===== config.mk =====
export PLATFORM = sky130hd
export DESIGN_NAME = ram_bridge
export DESIGN_NICKNAME = d
export VERILOG_FILES = /design/src/rtl/ram_bridge_pkg.sv /design/src/rtl/ram_bridge_arb.sv /design/src/rtl/ram_bridge.sv
export SDC_FILE = /design/constraint.sdc
export NUM_CORES = 1
export LEC_CHECK = 0
export BUFFER_PORTS_ARGS = -buffer_cell sky130_fd_sc_hd__buf_2
export CORE_AREA = 4 4 255 257
export DETAILED_ROUTE_END_ITERATION = 8
export DIE_AREA = 0 0 259 261
export GPL_TIMING_DRIVEN = 0
export HOLD_SLACK_MARGIN = 0.03
export PLACE_DENSITY_LB_ADDON = 0.05
export REMOVE_ABC_BUFFERS = 1
export SYNTH_ARGS = -nofsm -noshare
export SYNTH_HDL_FRONTEND = slang
export SYNTH_HIERARCHICAL = 1
export SYNTH_SLANG_ARGS = --single-unit

===== constraint.sdc =====
create_clock -name clk -period 5.8 [get_ports clk]
set_input_delay 1.16 -clock clk [delete_from_list [all_inputs] [get_ports clk]]
set_output_delay 1.16 -clock clk [all_outputs]
set_load 0.03 [all_outputs]

===== src/rtl/ram_bridge_pkg.sv =====
`default_nettype none
// ============================================================================
// Module   : ram_bridge_pkg
// Purpose  : Shared types and constants for the ram_bridge block.
//            - FSM state encoding
//            - Access size codes
//            - Default RAM base address (PC_START)
//            - Lane-mask helper functions
// Revision : 1.0 - initial release
// ============================================================================
package ram_bridge_pkg;

  typedef enum logic [1:0] {
    ST_IDLE = 2'd0,
    ST_BUSY = 2'd1,
    ST_DONE = 2'd2
  } state_e;

  localparam logic [1:0] SZ_BYTE  = 2'd0;
  localparam logic [1:0] SZ_HALF  = 2'd1;
  localparam logic [1:0] SZ_WORD  = 2'd2;
  localparam logic [1:0] SZ_DWORD = 2'd3;

  // Byte address that maps to RAM word index 0 by default.
  localparam logic [63:0] PC_START = 64'h0000_0000_8000_0000;

  // Right-aligned bit mask covering 2^size bytes.
  function automatic logic [63:0] size_mask(input logic [1:0] size);
    logic [63:0] m;
    case (size)
      SZ_BYTE: m = 64'h0000_0000_0000_00FF;
      SZ_HALF: m = 64'h0000_0000_0000_FFFF;
      SZ_WORD: m = 64'h0000_0000_FFFF_FFFF;
      default: m = 64'hFFFF_FFFF_FFFF_FFFF;
    endcase
    return m;
  endfunction

  // True when the byte offset is not a multiple of the access size.
  function automatic logic misaligned(input logic [2:0] off, input logic [1:0] size);
    logic [2:0] low;
    case (size)
      SZ_BYTE: low = 3'b000;
      SZ_HALF: low = 3'b001;
      SZ_WORD: low = 3'b011;
      default: low = 3'b111;
    endcase
    return (off & low) != 3'b000;
  endfunction

endpackage
`default_nettype wire


===== src/rtl/ram_bridge_arb.sv =====
`default_nettype none
// ============================================================================
// Module   : ram_bridge_arb
// Purpose  : Request-to-one-hot grant for the ram_bridge channels.
//            RAM_BRIDGE_RR_EN defined  : round-robin.
//              - The search starts at r_ptr.
//              - r_ptr moves to granted+1 on every accepted grant.
//            RAM_BRIDGE_RR_EN undefined: fixed priority, lowest index wins.
// Ports    : clk, rst_n      - clock, async active-low reset (RR pointer only)
//            i_req           - per-channel request
//            i_take          - grant accepted this cycle (advances pointer)
//            o_gnt           - one-hot grant
//            o_gnt_idx       - binary index of the granted channel
//            o_any           - at least one request present
// Revision : 1.0 - initial release
// ============================================================================
module ram_bridge_arb
  import ram_bridge_pkg::*;
#(
  parameter int NUM_CH = 2
) (
  input  logic              clk,
  input  logic              rst_n,
  input  logic [NUM_CH-1:0] i_req,
  input  logic              i_take,
  output logic [NUM_CH-1:0] o_gnt,
  output logic [1:0]        o_gnt_idx,
  output logic              o_any
);

`ifdef RAM_BRIDGE_RR_EN
  logic [1:0] r_ptr;

  // Search order is r_ptr, r_ptr+1, ... modulo NUM_CH; first requester wins.
  always_comb begin
    o_gnt     = '0;
    o_gnt_idx = 2'd0;
    o_any     = 1'b0;
    for (int i = 0; i < NUM_CH; i++) begin
      for (int k = 0; k < NUM_CH; k++) begin
        if (!o_any && i_req[k] && (((int'(r_ptr) + i) % NUM_CH) == k)) begin
          o_any     = 1'b1;
          o_gnt[k]  = 1'b1;
          o_gnt_idx = 2'(k);
        end
      end
    end
  end

  always_ff @(posedge clk or negedge rst_n) begin
    if (!rst_n) begin
      r_ptr <= 2'd0;
    end else if (i_take) begin
      r_ptr <= (o_gnt_idx == 2'(NUM_CH - 1)) ? 2'd0 : o_gnt_idx + 2'd1;
    end
  end
`else
  always_comb begin
    o_gnt     = '0;
    o_gnt_idx = 2'd0;
    o_any     = 1'b0;
    for (int k = 0; k < NUM_CH; k++) begin
      if (!o_any && i_req[k]) begin
        o_any     = 1'b1;
        o_gnt[k]  = 1'b1;
        o_gnt_idx = 2'(k);
      end
    end
  end

  // Fixed priority is stateless; clock, reset and take are not needed.
  logic w_unused_arb;
  assign w_unused_arb = ^{clk, rst_n, i_take};
`endif

endmodule
`default_nettype wire


===== src/rtl/ram_bridge.sv =====
`default_nettype none
// ============================================================================
// Module   : ram_bridge
// Purpose  : Arbitrates NUM_CH ram_rw requesters onto one single-port RAM.
//            - Byte address -> 64-bit word index relative to BASE_ADDR.
//            - Sub-word lane shifting and write masks.
//            - One-cycle ready pulse LAT cycles after the RAM access.
//            Macro RAM_BRIDGE_RR_EN selects round-robin arbitration.
// Ports    : clk, rst_n                 - clock, async active-low reset
//            ch_cen_i/ch_wen_i          - per-channel request / write select
//            ch_addr_i/ch_wdata_i       - per-channel 64-bit address / data
//            ch_size_i                  - per-channel 3-bit size code
//            ch_ready_o/ch_err_o        - completion pulse / misalign flag
//            ch_rdata_o                 - right-aligned read data
//            ram_en_o/ram_wen_o         - RAM strobe / write enable
//            ram_idx_o                  - RAM word index
//            ram_wdata_o/ram_wmask_o    - lane-shifted data / bit mask
//            ram_rdata_i                - RAM read data (same cycle)
// Revision : 1.0 - initial release
// ============================================================================
module ram_bridge
  import ram_bridge_pkg::*;
#(
  parameter int          NUM_CH    = 2,
  parameter logic [63:0] BASE_ADDR = PC_START,
  parameter int          LAT       = 1
) (
  input  logic                 clk,
  input  logic                 rst_n,
  input  logic [NUM_CH-1:0]    ch_cen_i,
  input  logic [NUM_CH-1:0]    ch_wen_i,
  input  logic [NUM_CH*64-1:0] ch_addr_i,
  input  logic [NUM_CH*64-1:0] ch_wdata_i,
  input  logic [NUM_CH*3-1:0]  ch_size_i,
  output logic [NUM_CH-1:0]    ch_ready_o,
  output logic [NUM_CH-1:0]    ch_err_o,
  output logic [NUM_CH*64-1:0] ch_rdata_o,
  output logic                 ram_en_o,
  output logic                 ram_wen_o,
  output logic [63:0]          ram_idx_o,
  output logic [63:0]          ram_wdata_o,
  output logic [63:0]          ram_wmask_o,
  input  logic [63:0]          ram_rdata_i
);

  // BUSY lasts LAT-1 cycles; the counter exits BUSY when it reaches 0.
  localparam logic [3:0] C_CNT_INIT = (LAT > 1) ? 4'(LAT - 2) : 4'd0;

  state_e      r_state, w_state_nxt;
  logic [3:0]  r_cnt, w_cnt_nxt;
  logic [1:0]  r_ch;
  logic [1:0]  r_size;
  logic [2:0]  r_off;
  logic        r_err;
  logic [63:0] r_rdata_q;

  logic [NUM_CH-1:0] w_gnt;
  logic [1:0]        w_gnt_idx;
  logic              w_any;
  logic              w_take;
  logic              w_access;
  logic              w_wr;
  logic              w_mis;
  logic [63:0]       w_sel_addr;
  logic [63:0]       w_sel_wdata;
  logic [2:0]        w_sel_size;
  logic              w_sel_wen;
  logic [2:0]        w_off;
  logic [5:0]        w_shamt;
  logic [63:0]       w_rd;
  logic              w_unused_size;

  ram_bridge_arb #(
    .NUM_CH (NUM_CH)
  ) u_arb (
    .clk       (clk),
    .rst_n     (rst_n),
    .i_req     (ch_cen_i),
    .i_take    (w_take),
    .o_gnt     (w_gnt),
    .o_gnt_idx (w_gnt_idx),
    .o_any     (w_any)
  );

  // Route the granted channel's request fields.
  always_comb begin
    w_sel_addr  = '0;
    w_sel_wdata = '0;
    w_sel_size  = '0;
    w_sel_wen   = 1'b0;
    for (int k = 0; k < NUM_CH; k++) begin
      if (w_gnt[k]) begin
        w_sel_addr  = ch_addr_i[k*64 +: 64];
        w_sel_wdata = ch_wdata_i[k*64 +: 64];
        w_sel_size  = ch_size_i[k*3 +: 3];
        w_sel_wen   = ch_wen_i[k];
      end
    end
  end

  // Only codes 0..3 exist; the top size bit carries no information.
  assign w_unused_size = w_sel_size[2];

  assign w_off   = w_sel_addr[2:0];
  assign w_shamt = {w_off, 3'b000};
  assign w_mis   = misaligned(w_off, w_sel_size[1:0]);

  // rst_n gates the grant so that RAM outputs drop at once on async reset,
  // even while a requester still holds cen.
  assign w_take   = (r_state == ST_IDLE) && w_any && rst_n;
  assign w_access = w_take && !w_mis;
  assign w_wr     = w_access && w_sel_wen;

  assign ram_en_o    = w_access;
  assign ram_wen_o   = w_wr;
  assign ram_idx_o   = w_access ? ((w_sel_addr - BASE_ADDR) >> 3) : 64'd0;
  assign ram_wdata_o = w_wr ? (w_sel_wdata << w_shamt) : 64'd0;
  assign ram_wmask_o = w_wr ? (size_mask(w_sel_size[1:0]) << w_shamt) : 64'd0;

  always_comb begin
    w_state_nxt = r_state;
    w_cnt_nxt   = r_cnt;
    case (r_state)
      ST_IDLE: begin
        if (w_take) begin
          if (LAT > 1) begin
            w_state_nxt = ST_BUSY;
            w_cnt_nxt   = C_CNT_INIT;
          end else begin
            w_state_nxt = ST_DONE;
          end
        end
      end
      ST_BUSY: begin
        if (r_cnt == 4'd0) begin
          w_state_nxt = ST_DONE;
        end else begin
          w_cnt_nxt = r_cnt - 4'd1;
        end
      end
      ST_DONE: w_state_nxt = ST_IDLE;
      default: w_state_nxt = ST_IDLE;
    endcase
  end

  always_ff @(posedge clk or negedge rst_n) begin
    if (!rst_n) begin
      r_state   <= ST_IDLE;
      r_cnt     <= 4'd0;
      r_ch      <= 2'd0;
      r_size    <= 2'd0;
      r_off     <= 3'd0;
      r_err     <= 1'b0;
      r_rdata_q <= 64'd0;
    end else begin
      r_state <= w_state_nxt;
      r_cnt   <= w_cnt_nxt;
      if (w_take) begin
        r_ch      <= w_gnt_idx;
        r_size    <= w_sel_size[1:0];
        r_off     <= w_off;
        r_err     <= w_mis;
        // Misaligned accesses and writes return zero data.
        r_rdata_q <= (w_access && !w_sel_wen) ? ram_rdata_i : 64'd0;
      end
    end
  end

  assign w_rd = (r_rdata_q >> {r_off, 3'b000}) & size_mask(r_size);

  always_comb begin
    ch_ready_o = '0;
    ch_err_o   = '0;
    ch_rdata_o = '0;
    for (int k = 0; k < NUM_CH; k++) begin
      if ((r_state == ST_DONE) && (r_ch == 2'(k))) begin
        ch_ready_o[k]          = 1'b1;
        ch_err_o[k]            = r_err;
        ch_rdata_o[k*64 +: 64] = w_rd;
      end
    end
  end

endmodule
`default_nettype wire


==> After elaboration in Yosys (flattened, before gate mapping) <==
Cells that the tools add are included.
{ "word_totals": {"register_bits": 78, "in_bits": 332, "out_inout_bits": 326, "wordCells": 71} }
{ "classes": {"add_sub_neg": 2, "n_eq_ne": 9, "shifts": 3, "n_mux": 28, "bitwise": 3, "reduce_logical": 19} }
{ "ops": {"columns": ["op", "count"], "rows": [
  ["$mux W64", 9],
  ["$pmux W64 S3", 2],
  ["$shl A64 B6 Y64", 2],
  ["$and A64 B64 Y64", 1],
  ["$shr A64 B6 Y64", 1],
  ["$sub A64 B32 Y64 const B", 1],
  ["$mux W61", 1],
  ["$mux W1", 10],
  ["$pmux W3 S3", 1],
  ["$eq A2 B1 Y1 const B", 4],
  ["$logic_and A1 B1 Y1", 8],
  ["$logic_not A2 Y1", 4],
  ["$mux W2", 4],
  ["$eq A2 B2 Y1 const B", 3],
  ["$logic_not A4 Y1", 1],
  ["$ne A2 B2 Y1 const B", 2],
  ["$pmux W2 S2", 1],
  ["$reduce_and A2 Y1", 2],
  ["$sub A4 B1 Y4 const B", 1],
  ["$and A3 B3 Y3", 1],
  ["$logic_not A1 Y1", 3],
  ["$reduce_bool A3 Y1", 1],
  ["$not A1 Y1", 1]
]} }

==> Depth between registers and ports, before layout <==
{ "logic_depth": {"depth_word": 13, "ltp_mapped": 14, "ltp_nobuf": 10} }

==> Hierarchy <==
Netlist, hierarchy kept.
{ "modules_own_cells": {"columns": ["mod", "n_inst", "cells_per_inst", "area_each_um2", "seq_area_each_um2"], "rows": [
  ["ram_bridge", 1, 1392, 9639.2, 1826.8],
  ["ram_bridge_arb", 1, 6, 38.8, 0.0]
]} }

==> Least setup slack after synthesis <==
OpenSTA, ideal clock, no wires.
{ "synth_path": {"path_type": "input -> output", "from": "in ch_cen_i[1]", "to": "out ram_idx_o[60]", "arrival_ps": 4398, "required_time_ps": 4640, "slack_ps": 242, "cell_stages": 14, "n_path_buf": 6, "cell_sequence": "nor2b_1 > buf_2 > buf_2 > buf_2 > buf_2 > buf_2 > buf_1 > a22oi_1 > ha_1 > o211ai_1 > nor3_2 > nand4_2 > or4_1 > a21oi_1"} }
{ "synth_via": {"elab_chain_len": 10, "word_cells_on_any_way": 17, "cone_classes": "1 x add/sub; 2 x eq/ne; 6 x mux; 1 x bitwise; 7 x reduce/logical"} }
{ "synth_rtl": {"columns": ["item", "line", "text"], "rows": [
  ["start: declaration", "ram_bridge.sv:30", "input logic [NUM_CH-1:0] ch_cen_i,"],
  ["$logic_and A1 B1 Y1 (*)", "ram_bridge_arb.sv:63", "if (!o_any && i_req[k]) begin"],
  ["branches (longest 8 deep; another with $sub A64 B32 Y64)", null, null],
  ["$mux W61 (*)", "ram_bridge.sv:116", "assign ram_idx_o = w_access ? ((w_sel_addr - BASE_ADDR) >> 3) : 64'd0;"],
  ["end: declaration", "ram_bridge.sv:40", "output logic [63:0] ram_idx_o,"]
]} }
Mark *: on every way between the ends.

==> Final worst setup path <==
{ "layout_path": {"from": "in ch_cen_i[0]", "to": "out ram_wmask_o[12]"} }
{ "layout_via": {"elab_chain_len": 13, "word_cells_on_any_way": 25, "cone_classes": "2 x eq/ne; 1 x shift; 12 x mux; 1 x bitwise; 9 x reduce/logical"} }
{ "layout_rtl": {"columns": ["item", "line", "text"], "rows": [
  ["$mux W1 (*)", "ram_bridge_arb.sv:63", null],
  ["$logic_not A1 Y1 (*)", "ram_bridge_arb.sv:63", null],
  ["$logic_and A1 B1 Y1 (*)", "ram_bridge_arb.sv:63", null],
  ["$mux W1 (*)", "ram_bridge_arb.sv:63", null],
  ["via w_gnt[1]", "ram_bridge.sv:57", "logic [NUM_CH-1:0] w_gnt;"],
  ["branches (longest 8 deep; another with $pmux W64 S3)", null, null],
  ["$mux W64 (*)", "ram_bridge.sv:118", "assign ram_wmask_o = w_wr ? (size_mask(w_sel_size[1:0]) << w_shamt) : 64'd0;"],
  ["end: declaration", "ram_bridge.sv:42", "output logic [63:0] ram_wmask_o,"]
]} }
Mark *: on every way through the listed nets, which the timed path passes.

==> results.sh <==
export IMPL_grt_max_degree=76
export IMPL_design_area_um2=14240
export IMPL_path_max_fanout=43
export IMPL_worstMarginPinSlew_ps=1275
export IMPL_boundaryPins=658
export IMPL_firstDrtPassIters=5
export IMPL_p_int_mw=1.447
export IMPL_max_slew_margin_pct=15.03
export IMPL_powerDensity_nw_per_um2=187.1
export IMPL_r2r_slack_ps=2440
export IMPL_finalHoldViolations=0
export IMPL_maxCapViolCount=0
export IMPL_fin_crit_ps=5562
export IMPL_synthTopCellsByArea="dfrtp_1, nor2_1, a22o_1, a22oi_1, mux2i_1"
export IMPL_power_switching_mw=1.216
export IMPL_routed_wl_um=65680
export IMPL_ys_flop_type="dfrtp_1"
export IMPL_crit_top_cell="buf_12"
export IMPL_setup_tns_ps=0
export IMPL_fmax_mhz=179.8
export IMPL_p_sw_share_pct=45.68
export IMPL_antenna_left=0
export IMPL_cts_sinks=73
export IMPL_netlist_top_cells_count="nor2_1, nand2_1, a22o_1"
export IMPL_syn2layout_area_growth_pct=47.10
export IMPL_synth_area_um2=9678
export IMPL_syn_avg_cell_area_um2=6.923
export IMPL_grt_overflow=0
export IMPL_hold_class="reg -> reg"
export IMPL_endpoint_kind="primary output"
export IMPL_dpl_cell_area_um2=13530
export IMPL_gpl_final_weighted_congestion=0.8302
export IMPL_p_comb_share_pct=52.0
export IMPL_grt_pass1_vias=12810
export IMPL_crit_arrival_ps=4400
export IMPL_critPathTopFamily="buffers and inverters"
export IMPL_postSynthCellCount=1398
export IMPL_power_frac_seq_pct=27.1
export IMPL_final_core_util_pct=22.69
export IMPL_clock_latency_ps=360
export IMPL_die_area_um2=67600
export IMPL_initial_core_util_pct=15.43
export IMPL_vias_per_cell=4.559
export IMPL_leakagePower_nw=6.856
export IMPL_synth_edf_count=0
export IMPL_post_dp_hpwl_um=51220
export IMPL_tritoncts_num_buffers=9
export IMPL_cp_start_kind="primary input"
export IMPL_place_ws_ps=-2746
export IMPL_clock_path_buffers=2
export IMPL_grt_pass1_wl_um=91220
export IMPL_synth_top_area_share_pct=18.88
export IMPL_critPathRequiredTime_ps=4640
export IMPL_yosysTopAreaCell="dfrtp_1"
export IMPL_post_route_drc_count=0
export IMPL_critical_path_endpoint="ram_wmask_o[12]"
export IMPL_yosysMostFrequentCell="nor2_1"
export IMPL_die_w_um=259
export IMPL_synth_yosys_warnings=6
export IMPL_ys_ff_latch=73
export IMPL_portBuffers=652
export IMPL_async_flop_share_pct=100.0
export IMPL_max_stage_delay_ps=340
export IMPL_rsz0062_at_grt="false"
export IMPL_r2r_end="r_rdata_q[0]$_DFFE_PN0P_"
export IMPL_path_depth=18
export IMPL_synth_cell_type_count=57
export IMPL_reg2reg_from="r_state[1]$_DFFE_PN0P_"
export IMPL_drive_gt1_share_pct=41.42
export IMPL_holdWs_ps=477.1
export IMPL_drt_iter0_markers=702
export IMPL_core_area_um2=62740
export IMPL_cts_root_buf="clkbuf_16"
export IMPL_period_share_pct=95.90
export IMPL_n_fill_cell=7224
export IMPL_antenna_found_initial=5
export IMPL_setup_ws_ps=238.0
export IMPL_die_h_um=261
export IMPL_status="complete, no violations"
export IMPL_rr_worst_depth=9
export IMPL_h_tree_depth=3
export IMPL_cts_tree="built"
export IMPL_crit_type="in -> out"
export IMPL_fin_nets=2250
export IMPL_grtUsageTotal_pct=18.08
export IMPL_cpMaxStageDelayCell="a22o_4"
export IMPL_peakVddDrop_mv=0.08769
export IMPL_wl_per_cell_um=23.70
export IMPL_drv_slew=0
export IMPL_worstPathCellList="buf_4 -> nor2b_4 -> buf_4 -> nor2b_4 -> buf_12 -> buf_12 -> buf_12 -> a22o_4 -> o21ai_4 -> nand2_8 -> inv_8 -> nand2_8 -> inv_6 -> nand3_4 -> buf_12 -> a31oi_4 -> buf_12 -> buf_2"
export IMPL_crit_buf_inv=10
export IMPL_ys_seq_area_share_pct=18.88
export IMPL_crit_start="ch_cen_i[0]"
export IMPL_setup_viol=0
export IMPL_skew_ps=6.725
export IMPL_vias=12630
export IMPL_clkPwrFrac_pct=21.0
export IMPL_rows=92
export IMPL_clk_pin_slew_ps=60
-- how the worst min path moves through the flow --
| stage | startpoint | end | slack [ps] | cells after the start |
|---|---|---|---|---|
| 4_1_cts | r_ch[1]$_DFFE_PN0P_ | r_ch[1]$_DFFE_PN0P_ | 480 | 2 |
| 3_3_place_gp | r_ch[1]$_DFFE_PN0P_ | r_ch[1]$_DFFE_PN0P_ | 460 | 2 |
| 2_1_floorplan | r_ch[1]$_DFFE_PN0P_ | r_ch[1]$_DFFE_PN0P_ | 450 | 2 |
| 6_report | r_ch[1]$_DFFE_PN0P_ | r_ch[1]$_DFFE_PN0P_ | 480 | 2 |
| 3_5_place_dp | r_ch[1]$_DFFE_PN0P_ | r_ch[1]$_DFFE_PN0P_ | 470 | 2 |
| 5_1_grt | r_ch[1]$_DFFE_PN0P_ | r_ch[1]$_DFFE_PN0P_ | 520 | 2 |
-- per-stage QoR --
| stage | power (mW) | std cells |
|---|---|---|
| 6_report | 2.663 | 2771 |
| 5_1_grt | 2.859 | 2768 |
| 4_1_cts | 2.723 | 2762 |
| 3_5_place_dp | 2.094 | 2728 |
| 3_3_place_gp | 2.095 | 2705 |
| 2_1_floorplan | 1.517 | 1207 |
-- sequential cells by signal (all words and copies together) (netlist names) --
name and cells:
r_state 1, r_err 1, r_ch 2, r_size 2, r_off 3, r_rdata_q 64
-- routing by layer --
metal | vias to the layer above | global-route usage, % | part of all wire, %
met1 | 6122 | 21.86 | 41
met2 | 441 | 33.55 | 52
met5 | - | 0 | 0.018
met4 | 2 | 4.198 | 2.2
met3 | 53 | 2.959 | 5.2
li1 | 6015 | - | -
-- cells in the final DEF, fill, tap and decap left out, types with 4 or more instances in the layout --
master / instances
and2_1: 20
mux2i_1: 60
a211oi_1: 37
mux4_2: 8
o21ai_0: 83
xor2_1: 5
nand3_1: 8
conb_1: 4
a22o_1: 99
buf_12: 14
dfrtp_1: 70
a221oi_1: 10
xnor2_1: 12
buf_16: 6
clkbuf_16: 10
o22ai_1: 8
nor3_1: 44
o21a_1: 5
a21oi_1: 66
buf_8: 5
o21ai_1: 16
o22a_1: 4
buf_4: 17
mux2_2: 35
inv_1: 13
or3_1: 6
a311oi_1: 7
nand2b_1: 9
nor2_1: 307
buf_2: 648
a22oi_1: 82
nand2_1: 111
and3_1: 5
nand3b_1: 7
nand2_4: 5
-- power by group through the flow --
stage	logic, mW	registers [mW]	clock network (mW)
after floorplan	0.810	0.707	0
after global placement	1.30	0.793	0
after detailed placement	1.36	0.737	0
after CTS	1.41	0.727	0.590
after global routing	1.52	0.738	0.603
final	1.38	0.721	0.559
-- what timing repair did --
action,4_1_cts,5_1_grt
hold buffers,0,0
setup buffers,12,5
resized for setup,35,2
endpoints found under the hold margin,0,0
endpoints found under the setup margin,191,95
cloned,6,2
pin swaps,6,3
-- cells by family after synthesis --
| logic type | Yosys count | synth area share, % |
|---|---|---|
| simple gates | 559 | 25.18 |
| compound gates | 434 | 30.80 |
| buf+inv | 209 | 11.26 |
| mux | 103 | 12.14 |
| flops | 73 | 18.88 |
| xor+xnor | 17 | 1.538 |
| other cells | 2 | 0.07760 |
| fa+ha+maj | 1 | 0.1293 |
-- area by class of cell --
type | count | area (um^2) | share of cell area, %
multi-input cells | 1123 | 7014 | 49.27
clock inverters | 2 | 12.51 | 0.08789
clock buffers | 14 | 264.0 | 1.854
inverters | 16 | 72.57 | 0.5098
repair buffers | 694 | 3971 | 27.90
flip-flops and latches | 73 | 1836 | 12.89
well taps | 846 | 1059 | 7.435
diodes | 3 | 7.507 | 0.05273
-- tightest hold or removal path: cells and delay by family (launching register included) --
kind / cells / cell delay [ps]
flip-flops: 1 / 340
AND/OR/NAND/NOR: 2 / 100
Power figures use the tool's default switching activity.
